<file path="src/rtl/fpu_pkg.sv">
// fpu_pkg: shared opcode bit indices, FSM encoding, flag positions and legality check for the FPU issue path.
package fpu_pkg;
  localparam int FADD = 0, FSUB = 1, FMUL = 2, FDIV = 3, FSQRT = 4, FMADD = 5;
  localparam int FMSUB = 6, FNMSUB = 7, FNMADD = 8, FEQ = 9, FLT = 10, FLE = 11;
  localparam int FMIN = 12, FMAX = 13, FCLASS = 14, FCVT_W_S = 15, FCVT_WU_S = 16;
  localparam int FCVT_S_W = 17, FCVT_S_WU = 18, FMV_X_W = 19, FMV_W_X = 20;
  localparam int FSGNJ = 21, NEG = 22, SIGN = 23;
  localparam int OP_W = 24;
  localparam logic [1:0] S_IDLE = 2'd0, S_ISSUE = 2'd1, S_WAIT = 2'd2, S_RESP = 2'd3;
  localparam int FLAG_NX = 0, FLAG_UF = 1, FLAG_OF = 2, FLAG_DZ = 3, FLAG_NV = 4;
  localparam logic [4:0] FLAGS_NV = 5'b10000;
  localparam logic [OP_W-1:0] ILLEGAL_OP_MASK = 24'h000018;
  // bits 22/23 are modifiers and do not count toward the one-hot check
  function automatic logic op_legal(input logic [OP_W-1:0] op);
    logic [21:0] m;
    m = op[21:0];
    return (m != '0) && ((m & (m - 22'd1)) == '0) && ((m & ILLEGAL_OP_MASK[21:0]) == '0);
  endfunction
endpackage

</file>
<file path="src/rtl/fpu_rr_arbiter.sv">
// fpu_rr_arbiter: round-robin one-hot grant starting at a pointer that moves past the owner on accept.
module fpu_rr_arbiter #(
  parameter int N  = 2,
  parameter int PW = (N > 1) ? $clog2(N) : 1
) (
  input  logic          clk,
  input  logic          rst,
  input  logic [N-1:0]  req,
  input  logic          accept,
  output logic [N-1:0]  grant,
  output logic [PW-1:0] gidx
);
  logic [PW-1:0] ptr;
  // scan from farthest to nearest so the requester closest to ptr wins
  always_comb begin
    grant = '0;
    gidx  = '0;
    for (int i = N - 1; i >= 0; i--) begin
      if (req[(int'(ptr) + i) % N]) begin
        gidx = PW'((int'(ptr) + i) % N);
        grant = '0;
        grant[(int'(ptr) + i) % N] = 1'b1;
      end
    end
  end
  always_ff @(posedge clk) begin
    if (rst) ptr <= '0;
    else if (accept) ptr <= (gidx == PW'(N - 1)) ? '0 : gidx + PW'(1);
  end
endmodule

</file>
<file path="src/rtl/fpu_issue_arbiter.sv">
// fpu_issue_arbiter: shares one FPU execution unit between requesters, one operation in flight,
// with illegal-op rejection and a completion watchdog.
module fpu_issue_arbiter
  import fpu_pkg::*;
#(
  parameter int FPLEN   = 16,
  parameter int NUM_REQ = 2,
  parameter int TAG_W   = 4,
  parameter int TIMEOUT = 8
) (
  input  logic                     clk,
  input  logic                     rst,
  input  logic [NUM_REQ-1:0]       req_valid,
  output logic [NUM_REQ-1:0]       req_ready,
  input  logic [NUM_REQ*24-1:0]    req_op,
  input  logic [NUM_REQ*3-1:0]     req_rnd,
  input  logic [NUM_REQ*4-1:0]     req_ctrl,
  input  logic [NUM_REQ-1:0]       req_rs1_en,
  input  logic [NUM_REQ*32-1:0]    req_gpr_rs1,
  input  logic [NUM_REQ*FPLEN-1:0] req_fs1,
  input  logic [NUM_REQ*FPLEN-1:0] req_fs2,
  input  logic [NUM_REQ*FPLEN-1:0] req_fs3,
  input  logic [NUM_REQ*TAG_W-1:0] req_tag,
  output logic                     exu_valid,
  output logic [23:0]              exu_sfpu_op,
  output logic [2:0]               exu_rnd,
  output logic [3:0]               exu_ctrl,
  output logic                     exu_rs1_en,
  output logic [31:0]              exu_gpr_rs1,
  output logic [FPLEN-1:0]         exu_fs1,
  output logic [FPLEN-1:0]         exu_fs2,
  output logic [FPLEN-1:0]         exu_fs3,
  input  logic                     exu_complete,
  input  logic                     exu_complete_rd,
  input  logic [FPLEN-1:0]         exu_result_1,
  input  logic [31:0]              exu_result_rd,
  input  logic [4:0]               exu_flags,
  output logic [NUM_REQ-1:0]       rsp_valid,
  input  logic [NUM_REQ-1:0]       rsp_ready,
  output logic [FPLEN-1:0]         rsp_fp,
  output logic [31:0]              rsp_rd,
  output logic                     rsp_is_rd,
  output logic [4:0]               rsp_flags,
  output logic                     rsp_err,
  output logic [TAG_W-1:0]         rsp_tag
);
  localparam int OW = $clog2(NUM_REQ);
  localparam int WW = $clog2(TIMEOUT + 1);
  logic [1:0]         state;
  logic [OW-1:0]      owner, gidx;
  logic [WW-1:0]      wd;
  logic [NUM_REQ-1:0] arb_req, grant;
  logic               take, issue;
  logic [23:0]        op_q, op_sel;
  logic [2:0]         rnd_q;
  logic [3:0]         ctrl_q;
  logic               rs1_en_q;
  logic [31:0]        gpr_q;
  logic [FPLEN-1:0]   fs1_q, fs2_q, fs3_q;
  assign arb_req   = (state == S_IDLE && !rst) ? req_valid : '0;
  assign req_ready = grant;
  assign take      = |grant;
  assign op_sel    = req_op[int'(gidx)*24 +: 24];
  assign issue     = state == S_ISSUE;
  fpu_rr_arbiter #(.N(NUM_REQ), .PW(OW)) u_arb (
    .clk   (clk),
    .rst   (rst),
    .req   (arb_req),
    .accept(take),
    .grant (grant),
    .gidx  (gidx)
  );
  // the unit sees zeros on every operand lane outside the issue cycle
  assign exu_valid   = issue;
  assign exu_sfpu_op = issue ? op_q : '0;
  assign exu_rnd     = issue ? rnd_q : '0;
  assign exu_ctrl    = issue ? ctrl_q : '0;
  assign exu_rs1_en  = issue & rs1_en_q;
  assign exu_gpr_rs1 = issue ? gpr_q : '0;
  assign exu_fs1     = issue ? fs1_q : '0;
  assign exu_fs2     = issue ? fs2_q : '0;
  assign exu_fs3     = issue ? fs3_q : '0;
  assign rsp_valid   = (state == S_RESP) ? (NUM_REQ'(1) << owner) : '0;
  always_ff @(posedge clk) begin
    if (rst) begin
      state     <= S_IDLE;
      owner     <= '0;
      wd        <= '0;
      op_q      <= '0;
      rnd_q     <= '0;
      ctrl_q    <= '0;
      rs1_en_q  <= 1'b0;
      gpr_q     <= '0;
      fs1_q     <= '0;
      fs2_q     <= '0;
      fs3_q     <= '0;
      rsp_fp    <= '0;
      rsp_rd    <= '0;
      rsp_is_rd <= 1'b0;
      rsp_flags <= '0;
      rsp_err   <= 1'b0;
      rsp_tag   <= '0;
    end else begin
      case (state)
        S_IDLE: if (take) begin
          owner    <= gidx;
          rsp_tag  <= req_tag[int'(gidx)*TAG_W +: TAG_W];
          op_q     <= op_sel;
          rnd_q    <= req_rnd[int'(gidx)*3 +: 3];
          ctrl_q   <= req_ctrl[int'(gidx)*4 +: 4];
          rs1_en_q <= req_rs1_en[gidx];
          gpr_q    <= req_gpr_rs1[int'(gidx)*32 +: 32];
          fs1_q    <= req_fs1[int'(gidx)*FPLEN +: FPLEN];
          fs2_q    <= req_fs2[int'(gidx)*FPLEN +: FPLEN];
          fs3_q    <= req_fs3[int'(gidx)*FPLEN +: FPLEN];
          if (op_legal(op_sel)) state <= S_ISSUE;
          else begin
            state     <= S_RESP;
            rsp_fp    <= '0;
            rsp_rd    <= '0;
            rsp_is_rd <= 1'b0;
            rsp_flags <= FLAGS_NV;
            rsp_err   <= 1'b1;
          end
        end
        S_ISSUE: begin
          state <= S_WAIT;
          wd    <= '0;
        end
        S_WAIT: if (exu_complete) begin
          state     <= S_RESP;
          rsp_fp    <= exu_result_1;
          rsp_rd    <= exu_result_rd;
          rsp_is_rd <= exu_complete_rd;
          rsp_flags <= exu_flags;
          rsp_err   <= 1'b0;
        end else if (wd == WW'(TIMEOUT - 1)) begin
          state     <= S_RESP;
          rsp_fp    <= '0;
          rsp_rd    <= '0;
          rsp_is_rd <= 1'b0;
          rsp_flags <= '0;
          rsp_err   <= 1'b1;
        end else wd <= wd + WW'(1);
        S_RESP: if (rsp_ready[owner]) state <= S_IDLE;
        default: state <= S_IDLE;
      endcase
    end
  end
endmodule

</file>
<file path="config.mk">
export PLATFORM = sky130hd
export DESIGN_NAME = fpu_issue_arbiter
export DESIGN_NICKNAME = d
export VERILOG_FILES = /design/src/rtl/fpu_pkg.sv /design/src/rtl/fpu_rr_arbiter.sv /design/src/rtl/fpu_issue_arbiter.sv
export SDC_FILE = /design/constraint.sdc
export NUM_CORES = 1
export LEC_CHECK = 0
export BUFFER_PORTS_ARGS = -buffer_cell sky130_fd_sc_hd__buf_4
export CAP_MARGIN = 15
export CORE_AREA = 4 4 181 183
export CTS_CLUSTER_DIAMETER = 60
export CTS_CLUSTER_SIZE = 10
export DETAILED_ROUTE_END_ITERATION = 8
export DIE_AREA = 0 0 185 187
export HOLD_SLACK_MARGIN = 0.12
export PLACE_DENSITY = 0.65
export RECOVER_POWER = 25
export SYNTH_ARGS = -nofsm -noshare
export SYNTH_HDL_FRONTEND = slang
export SYNTH_SLANG_ARGS = --single-unit
</file>
<file path="constraint.sdc">
create_clock -name clk -period 3.74 [get_ports clk]
set_input_delay 0 -clock clk [delete_from_list [all_inputs] [get_ports clk]]
set_output_delay 0 -clock clk [all_outputs]
set_load 0.05 [all_outputs]
</file>
### Word-level counts from Yosys, hierarchy flattened

Cells that the tools add are included.
W data, S select, Z words.

* $add $sub $neg: 4
* $mul: 2
* magnitude comparators: 6
* equality and inequality tests: 10
* shifts and indexed selects: 9
* multiplexer cells: 61
* bitwise logic cells: 3
* reduce and logical (&&, ||, !) cells: 17

Operators with widths (count)
* $mux W32: 5
* $mux W16: 7
* $shiftx A32 B6 Y16: 3
* $pmux W32 S2: 1
* $shiftx A64 B7 Y32: 1
* $shiftx A48 B7 Y24: 1
* $logic_not A22 Y1: 2
* $pmux W16 S2: 1
* $mux W24: 1
* $and A22 B22 Y22: 1
* $mux W1: 22
* $reduce_bool A22 Y1: 1
* $sub A22 B1 Y22 const B: 1
* $mux W5: 4
* $mux W2: 9
* $shiftx A8 B4 Y4: 2
* $mux W4: 3
* $pmux W5 S2: 1
* $ne A2 B2 Y1 const B: 4
* $pmux W2 S4: 1
* $pmux W4 S2: 1
* $lt A1 B2 Y1 const B: 3
* $mul A1 B2 Y3 const B: 2
* $reduce_and A3 Y1: 2
* 24 further kinds: 33

* register bits after elaboration: 179
* output and inout port bits: 176
* logic and storage cells: 130

### Longest topological paths before layout

Gate-level depths: netlist of the first run.

* depth after elaboration: 18
* depth in mapped cells: 15
* gate-level depth less buffers: 11

### Cells and area by module

From an unflattened synthesis of the first run, not the netlist that was laid out.

* cells, all modules: 1044
* area total of the unflattened synthesis: 9271.4 sq um

By module, submodules not included
* fpu_issue_arbiter: instances 1, cells an instance 1037, area an instance 9210.1 sq um
* fpu_rr_arbiter: instances 1, cells an instance 7, area an instance 61.3 sq um

### Least setup slack after synthesis of the first run

Ideal clock, no wire load.

* path kind: reg-to-reg
* start point: reg state[0]
* end point: reg rsp_flags[1]
* library setup time: 0.118 ns
* arrival: 2.767 ns
* data required time: 3.622 ns
* path slack: 0.855 ns
* stages on the path, launching flop included: 13
* buffers on the path: 2
* cell sequence: dfxtp_1 inv_1 ha_1 nand3b_1 or4_1 or3_4 a2bb2oi_1 mux2i_1 nand4_1 o311a_1 buf_6 buf_12 mux2i_1

* cells in the longest elaborated chain, start to end: 17

Ends and longest elaborated chain
* start, declared: RTL line fpu_issue_arbiter.sv:49 `logic [1:0] state;`
* start signal, assigned: RTL line fpu_issue_arbiter.sv:86 `state <= S_IDLE;`
* start signal, assigned: RTL line fpu_issue_arbiter.sv:116 `if (op_legal(op_sel)) state <= S_ISSUE;`
* start signal, assigned: RTL line fpu_issue_arbiter.sv:118 `state <= S_RESP;`
* $logic_not A2 Y1: RTL line fpu_issue_arbiter.sv:60, fpu_issue_arbiter.sv:104
* $logic_and A1 B1 Y1: RTL line fpu_issue_arbiter.sv:60 `assign arb_req = (state == S_IDLE && !rst) ? req_valid : '0;`
* $mux W2: RTL line fpu_issue_arbiter.sv:60
* $mux W1 (not written as such) (3 in a row): RTL line fpu_rr_arbiter.sv:19 `if (req[(int'(ptr) + i) % N]) begin`
* $mux W1 (2 in a row): RTL line fpu_rr_arbiter.sv:19
* $mul A1 B2 Y3: RTL line fpu_issue_arbiter.sv:63 `assign op_sel = req_op[int'(gidx)*24 +: 24];`
* $shiftx A48 B7 Y24: RTL line fpu_issue_arbiter.sv:63
* $sub A22 B1 Y22: RTL line fpu_pkg.sv:17 `return (m != '0) && ((m & (m - 22'd1)) == '0) && ((m & ILLEGAL_OP_MASK[21:0]) == '0);`
* $and A22 B22 Y22: RTL line fpu_pkg.sv:17
* $logic_not A22 Y1: RTL line fpu_pkg.sv:17
* $logic_and A1 B1 Y1 (2 in a row): RTL line fpu_pkg.sv:17
* $ne A2 B2 Y1 (no source line)
* $reduce_and A4 Y1 (no source line)
* end signal, assigned: RTL line fpu_issue_arbiter.sv:135 `rsp_flags <= exu_flags;`
* end, declared: RTL line fpu_issue_arbiter.sv:43 `output logic [4:0] rsp_flags,`

Parallel ways exist; a longest one is shown, timed or not. The select of a mux whose other input is x is not followed.
A chain may end at the register's enable or synchronous reset.

### Worst setup path after layout of the first run

* start point: reg state[1]
* end point: reg rsp_flags[0]

The elaborated chain is that of the path after synthesis.

==> results of run 1 <==
## how the worst min path moves through the flow
stage                                  from                       to  slack [ns]
after floorplan                req_valid[1]   u_arb.ptr$_SDFFE_PP0P_        0.12
after global placement         req_valid[1]   u_arb.ptr$_SDFFE_PP0P_        0.25
after detailed placement  exu_result_rd[31]  rsp_rd[31]$_SDFFE_PP0P_        0.27
after CTS                      rsp_ready[1]    state[0]$_SDFFE_PP0P_        0.15
after global routing           rsp_ready[1]    state[0]$_SDFFE_PP0P_        0.19
final                          rsp_ready[1]    state[0]$_SDFFE_PP0P_        0.18
## critical path: stages (launching register included)
cell	delay (ns)
dfxtp_1	0.34
inv_1	0.13
ha_1	0.19
nand3b_1	0.17
or2_4	0.43
inv_4	0.24
buf_4	0.49
o41ai_1	0.17
o221a_2	0.16
nor2_1	0.22
o311a_2	0.22
buf_12	0.34
mux2i_1	0.27
## per-layer routing
| layer | vias up | global-route usage (%) | part of all wire (%) |
|---|---|---|---|
| li1 | 5418 | - | - |
| met1 | 5253 | 25.8 | 40 |
| met2 | 497 | 37.9 | 50 |
| met3 | 77 | 5.68 | 7.7 |
| met4 | 2 | 8.39 | 3.0 |
| met5 | - | 0 | 0.030 |
## state kept, by name, summed over array words and instances (netlist names)
name,flops
gpr_q,32
rsp_rd,32
op_q,24
fs1_q,16
fs2_q,16
fs3_q,16
rsp_fp,16
rsp_flags,5
ctrl_q,4
rsp_tag,4
wd,4
rnd_q,3
state,2
owner,1
rs1_en_q,1
rsp_err,1
rsp_is_rd,1
u_arb.ptr,1
## area by class of cell
class | count | area (µm²)
Antenna cell | 4 | 10.0
Timing Repair Buffer | 776 | 6340
Fill cell | 2836 | 15000
Inverter | 12 | 47.5
Multi-Input combinational cell | 880 | 5110
Sequential cell | 179 | 3580
Clock buffer | 19 | 443
Tap cell | 402 | 503
Clock inverter | 13 | 148
## logic make-up (layout without fill, tap and decap cells)
| group | count (synthesis) | after routing | share of synthesized area (%) |
|---|---|---|---|
| mux | 56 | 56 | 6.05 |
| fa+ha+maj | 8 | 8 | 1.03 |
| simple gates | 643 | 643 | 32.5 |
| buf+inv | 113 | 820 | 6.35 |
| flops | 179 | 179 | 38.7 |
| compound gates | 173 | 173 | 15.3 |
| other cells | 0 | 4 | 0 |
## through the flow
step / total power, W / utilization (%) / instances
final: 0.00808 / 51.8 / 2285
after global routing: 0.00852 / 51.8 / 2285
after CTS: 0.00816 / 52.7 / 2280
after detailed placement: 0.00572 / 41.5 / 1957
after global placement: 0.00569 / 41.5 / 1957
after floorplan: 0.00483 / - / 1172
## what timing repair did
action / in CTS / in global routing
buffers inserted: 0 / 0
hold buffers: 291 / 0
hold endpoints to repair: 177 / 0
## power groups by stage
stage                     Clock (W)  Combinational, W  Sequential, W
after floorplan                   0           0.00217        0.00265
after global placement            0           0.00320        0.00248
after detailed placement          0           0.00322        0.00250
after CTS                   0.00195           0.00376        0.00246
after global routing        0.00201           0.00400        0.00251
final                       0.00189           0.00373        0.00246
## placed cells by master (no fill, tap or decap), types with 5 or more instances in the layout
cell / count
buf_4: 399
nand2_1: 299
dlygate4sd3_1: 291
dfxtp_1: 179
nor2_1: 128
a311oi_1: 117
and2_1: 111
clkbuf_1: 74
mux2i_1: 56
nand2b_1: 44
clkbuf_16: 17
inv_1: 11
o21ai_0: 11
or2b_2: 11
a21oi_1: 10
nor3_1: 9
or3_1: 7
nor4_1: 7
clkbuf_2: 7
or4_1: 6
inv_6: 6
ha_1: 5
buf_12: 5
==> flow_summary.yaml, run 1 <==
critical_path:
  worst_setup_path_start_kind: "flip-flop"
  r2r_slack_ns: 0.24
  reg2reg_start: "state[1]$_SDFFE_PP0P_"
  endpoint_kind: "flip-flop"
  worstRegToRegCells: 12
  crit_path_start: "state[1]$_SDFFE_PP0P_"
  cp.arrival_ns: 3.84
  critical_path_class: "reg2reg"
  required_time_at_the_endpoint_of_the_critical_path_ns: 4.08
  crit_fanout: 55
  worst_setup_path_endpoint: "rsp_flags[0]$_SDFFE_PP0P_"
  reg2reg_to: "rsp_flags[0]$_SDFFE_PP0P_"
synthesis:
  avgSynthCellArea_um2: 7.90
  synth.top_cells.by_count: "nand2_1, dfxtp_1, nor2_1, a311oi_1, and2_1"
  async_reset_ff_share_pct: 0
  netlist.top_cell.by_area: "dfxtp_1"
  seq_area_frac_synth_pct: 38.7
  ys_warn_count: 0
  synth.area.top_cells: "dfxtp_1, nand2_1, a311oi_1"
  netlist.area_leader.share_pct: 38.7
  post_synth_inst_count: 1172
  synth-edff-count: 0
  synthDistinctLibCells: 59
  synth_flop_cell: "dfxtp_1"
  synth.net_count: 1471
  synthesized_flop_and_latch_total: 179
  synth.most_common_cell: "nand2_1"
  post_synth_instance_area_um2: 9260
placement:
  dpl.hpwl_mm: 26.5
  place_congestion: 0.870
  pre_cts_ws_ns: 0.317
  placement.cell_area_um2: 13000
  count_of_port_buffers_added_during_placement: 468
global_routing:
  total_grt_overflow: 0
  via_count_of_the_first_global_routing_pass: 11555
  groute.usage.overall_pct: 21.9
  grt_first_pass_wirelength_mm: 61.9
  grt_max_degree: 107
  antenna_found_initial: 5
pwr:
  combPwrFrac_pct: 46.1
  powerDensity_nw_per_um2: 499
  p_sw_w: 0.00323
  sequential_power_share_pct: 30.5
  cellInternalPower_w: 0.00485
  switching_share_pct: 39.9
  max-vdd-ir-drop_mv: 0.422
  p_leak_nw: 7.09
  clock_power_share_pct: 23.4
sta:
  post-route-period-util_pct: 93.5
  postLayoutSetupSlackWorst_ns: 0.242
  slew_violations: 102
  clock_period_minus_final_worst_setup_slack_ns: 3.50
  timing.fmax_ghz: 0.286
  tightest_slew_ns: 1.81
  slew_headroom_pct: -20.9
  fin_worst_skew_ns: 0.0109
  hold_viol: 0
  final-setup-viol-count: 0
  rsz0062_at_grt: "false"
  final.hold.worst_slack_ns: 0.178
  setup_tns_ns: 0
routing:
  dr.first_iter.drc_count: 585
  route.detailed.vias_per_inst: 4.92
  drc_errors: 0
  antenna_left: 0
  drt_pre_antenna_iters: 5
  num_vias: 11247
  wire_per_inst_um: 17.5
  detail_route.wirelength_mm: 40.0
worst_hold_path:
  worst_hold_path_type: "in2reg"
  min_delay_path_depth: 4
clocking:
  cts.sinks: 179
  clock_tree.htree_level_count: 4
  clkLatencyLatePin_ns: 0.44
  cts-root-to-sink-buffers: 2
  cts_tree: "yes"
  clock_tree.root_cell: "clkbuf_16"
  numCtsBuffers: 17
  postCtsResizedCells: 0
  clkSlewWorstSetupHoldPaths_ns: 0.08
die:
  die-area_um2: 34600
  starting_density_of_the_core_pct: 29.7
  placement_rows: 65
  floorplan.die.width_um: 185
  io-pin-count: 469
  design.core.area_um2: 31200
  dieHeight_um: 187
run_status:
  run_status: "finished with violations"
  violations: "capacitance limit, slew limit"
cells_and_area:
  nNetsFinal: 2165
  area.growth.synth_to_final_pct: 74.8
  finish.instance_area_um2: 16200
  layout-drive-gt1-share_pct: 24.9
job:
  max-cap-violations: 1
Power figures use the tool's default switching activity.
==> inputs of run 2 (changes only) <==
--- a/config.mk
+++ b/config.mk
@@ -5,15 +5,18 @@
 export SDC_FILE = /design/constraint.sdc
 export NUM_CORES = 1
 export LEC_CHECK = 0
+export ABC_AREA = 1
 export BUFFER_PORTS_ARGS = -buffer_cell sky130_fd_sc_hd__buf_4
 export CAP_MARGIN = 15
-export CORE_AREA = 4 4 181 183
+export CORE_ASPECT_RATIO = 0.8
+export CORE_MARGIN = 4
+export CORE_UTILIZATION = 32
+export CTS_BUF_LIST = sky130_fd_sc_hd__clkbuf_8
 export CTS_CLUSTER_DIAMETER = 60
 export CTS_CLUSTER_SIZE = 10
 export DETAILED_ROUTE_END_ITERATION = 8
-export DIE_AREA = 0 0 185 187
 export HOLD_SLACK_MARGIN = 0.12
-export PLACE_DENSITY = 0.65
+export PLACE_DENSITY = 0.67
 export RECOVER_POWER = 25
 export SYNTH_ARGS = -nofsm -noshare
 export SYNTH_HDL_FRONTEND = slang
==> flow_summary.yaml, run 2 <==
synthesis:
  post_synth_instance_area_um2: 10100
  netlist.top_cell.by_area: "dfxtp_1"
  post_synth_inst_count: 1676
  synth_mux_area_share_pct: 0
  synthesized_area_fraction_occupied_by_ao_oa_aoi_and_oai_cells_pct: 14.9
  synth-xor-area-share_pct: 0.0865
  avgSynthCellArea_um2: 6.04
  yosys.area_share.adder_pct: 0.742
  netlist.area_leader.share_pct: 35.4
  synth.net_count: 1975
  synth.area.top_cells: "dfxtp_1, nand2_1, inv_1"
  synth.top_cells.by_count: "nand2_1, inv_1, nor2_1, dfxtp_1, o211ai_1"
  synthDistinctLibCells: 28
  post_synth_and_or_nand_nor_area_fraction_pct: 32.4
  ys_warn_count: 0
  combinational_family_with_the_most_area_after_synthesis: "simple AND/OR/NAND/NOR gates"
  seq_area_frac_synth_pct: 35.4
  async_reset_ff_share_pct: 0
  synthesized_flop_and_latch_total: 179
  synth-edff-count: 0
  synth.most_common_cell: "nand2_1"
  synth_flop_cell: "dfxtp_1"
run_status:
  run_status: "completed"
sta:
  clock_period_minus_final_worst_setup_slack_ns: 3.44
  hold_viol: 0
  tightest_slew_ns: 1.26
  slew_headroom_pct: 16.0
  final.hold.worst_slack_ns: 0.200
  final-setup-viol-count: 0
  timing.fmax_ghz: 0.290
  setup_tns_ns: 0
  slew_violations: 0
  rsz0062_at_grt: "false"
  post-route-period-util_pct: 92.1
  fin_worst_skew_ns: 0.0177
clocking:
  clock_tree.root_cell: "clkbuf_8"
  numCtsBuffers: 17
  postCtsSetupRepairBufs: 0
  clkLatencyLatePin_ns: 0.48
  cts_tree: "yes"
  cts-root-to-sink-buffers: 2
  clkSlewWorstSetupHoldPaths_ns: 0.10
  clock_tree.htree_level_count: 4
  cts.sinks: 179
critical_path:
  crit_path_cell_trace: "inv_1, ha_1, inv_2, nor2_4, nand3_4, o21ai_1, nand2_1, nor2_1, nand2_1, nand2_1, nand2_1, nor2_1, nand3_1, nor2_2, nand2_2, nand2_2, buf_12, nand2_1, nand2_1, nor2_1"
  worst_setup_path_start_kind: "flip-flop"
  critical_path_class: "reg2reg"
  endpoint_kind: "flip-flop"
  crit_fanout: 54
  critical-path-top-delay-family: "simple AND/OR/NAND/NOR gates"
  critical-path-max-stage-delay_ns: 0.39
  critical_path_buf_inv_count: 3
  required_time_at_the_endpoint_of_the_critical_path_ns: 4.09
  cp.arrival_ns: 3.79
  critical_path.slowest_cell: "o21ai_1"
  crit_path_frequent_cell: "nand2_1"
routing:
  wirelength_met1_mm: 17.4
  wire_per_inst_um: 15.9
  dr.first_iter.drc_count: 835
  drc_errors: 0
  detail_route.wirelength_mm: 44.5
  top_layer: "met4"
  drt_pre_antenna_iters: 5
  met2RoutedLength_mm: 21.0
  route.met3.wl_mm: 3.37
  route.detailed.vias_per_inst: 4.78
  num_vias: 13395
  antenna_left: 0
cells_and_area:
  layout-drive-gt1-share_pct: 18.8
  nNetsFinal: 2670
  finish.instance_area_um2: 17000
  layout_top_registers: "gpr_q (32), rsp_rd (32), op_q (24)"
  area.growth.synth_to_final_pct: 68.1
  fillerInstances: 2824
  layout_commonest_cell: "nand2_1"
  most_used_cells_in_the_layout_excluding_fill_and_tap_cells: "nand2_1, buf_4, inv_1, dlygate4sd3_1, nor2_1"
pwr:
  max-vdd-ir-drop_mv: 0.455
  powerDensity_nw_per_um2: 517
  finalPower_w: 0.00880
  p_leak_nw: 9.18
die:
  floorplan.die.width_um: 207
  placement_rows: 57
  dieHeight_um: 167
  design.core.area_um2: 30700
  starting_density_of_the_core_pct: 32.9
  die-area_um2: 34600
  io-pin-count: 469
global_routing:
  antenna_found_initial: 2
  grt_first_pass_wirelength_mm: 66.7
  total_grt_overflow: 0
  grt_max_degree: 153
  groute.usage.overall_pct: 23.9
  via_count_of_the_first_global_routing_pass: 13114
worst_hold_path:
  worst_hold_path_type: "in2reg"
placement:
  place_congestion: 0.884
  count_of_port_buffers_added_during_placement: 468
  placement.cell_area_um2: 13900
  dpl.hpwl_mm: 28.7
job:
  max-cap-violations: 0
-- run 2: repair_timing --
item / 4_1_cts / 5_1_grt
hold buffers: 300 / 0
endpoints found under the setup margin: 0 / 70
resized for setup: 0 / 4
hold endpoints to repair: 175 / 0
-- run 2: path summary, 6_finish.rpt --
path	from	endpoint	slack (ns)	cells past startpoint
max	state[0]$_SDFFE_PP0P_	rsp_rd[6]$_SDFFE_PP0P_	0.30	20
min	req_op[20]	state[1]$_SDFFE_PP0P_	0.20	9
max reg2reg	state[0]$_SDFFE_PP0P_	rsp_rd[6]$_SDFFE_PP0P_	0.30	20
min reg2reg	rsp_err$_SDFFE_PP0P_	rsp_err$_SDFFE_PP0P_	0.47	2
-- run 2: where the power goes --
part	switching, W	total (W)	internal, W
combinational	0.00314	0.00463	0.00148
clock	0.000762	0.00150	0.000736
sequential	0.000271	0.00267	0.00240
total	0.00418	0.00880	0.00462
-- run 2: final cells by class --
type                       instances  area (µm²)  share of cell area [%]
antenna                            5        12.5                  0.0736
timing repair buffer             783        6350                    37.4
sequential                       179        3580                    21.1
clock buffer                      21         289                    1.70
clock inverter                    10         146                   0.861
inverter                         317        1200                    7.07
tap                              413         517                    3.04
multi-input combinational       1073        4910                    28.8
-- run 2: metal layers --
| layer | global-route usage (%) | vias up |
|---|---|---|
| met4 | 15.1 | 0 |
| met2 | 39.2 | 586 |
| met1 | 27.9 | 6100 |
| li1 | - | 6522 |
| met3 | 5.87 | 187 |
| met5 | 0 | - |
-- run 2: worst reg2reg max path, stage by stage (launching register included) --
cell     delay (ns)
dfxtp_1        0.35
inv_1          0.14
ha_1           0.25
inv_2          0.09
nor2_4         0.18
nand3_4        0.28
o21ai_1        0.40
nand2_1        0.14
nor2_1         0.21
nand2_1        0.07
nand2_1        0.06
nand2_1        0.05
nor2_1         0.15
nand3_1        0.12
nor2_2         0.16
nand2_2        0.09
nand2_2        0.09
buf_12         0.24
nand2_1        0.14
nand2_1        0.07
nor2_1         0.04
-- run 2: per-stage QoR --
| stage | setup slack, ns | cells | utilization (%) |
|---|---|---|---|
| 2_1_floorplan | 0.805 | 1676 | - |
| 3_3_place_gp | 0.224 | 2463 | 45.1 |
| 3_5_place_dp | 0.0724 | 2463 | 45.1 |
| 4_1_cts | 0.0689 | 2794 | 56.3 |
| 5_1_grt | 0.0490 | 2799 | 55.3 |
| 6_report | 0.296 | 2801 | 55.3 |
-- run 2: kinds of logic after synthesis --
kind of cell / count (synthesis)
and+or+nand+nor: 822
buffers and inverters: 426
AOI/OAI and AO/OA: 242
DFF: 179
adders and majority gates: 6
xor gates and xnor gates: 1
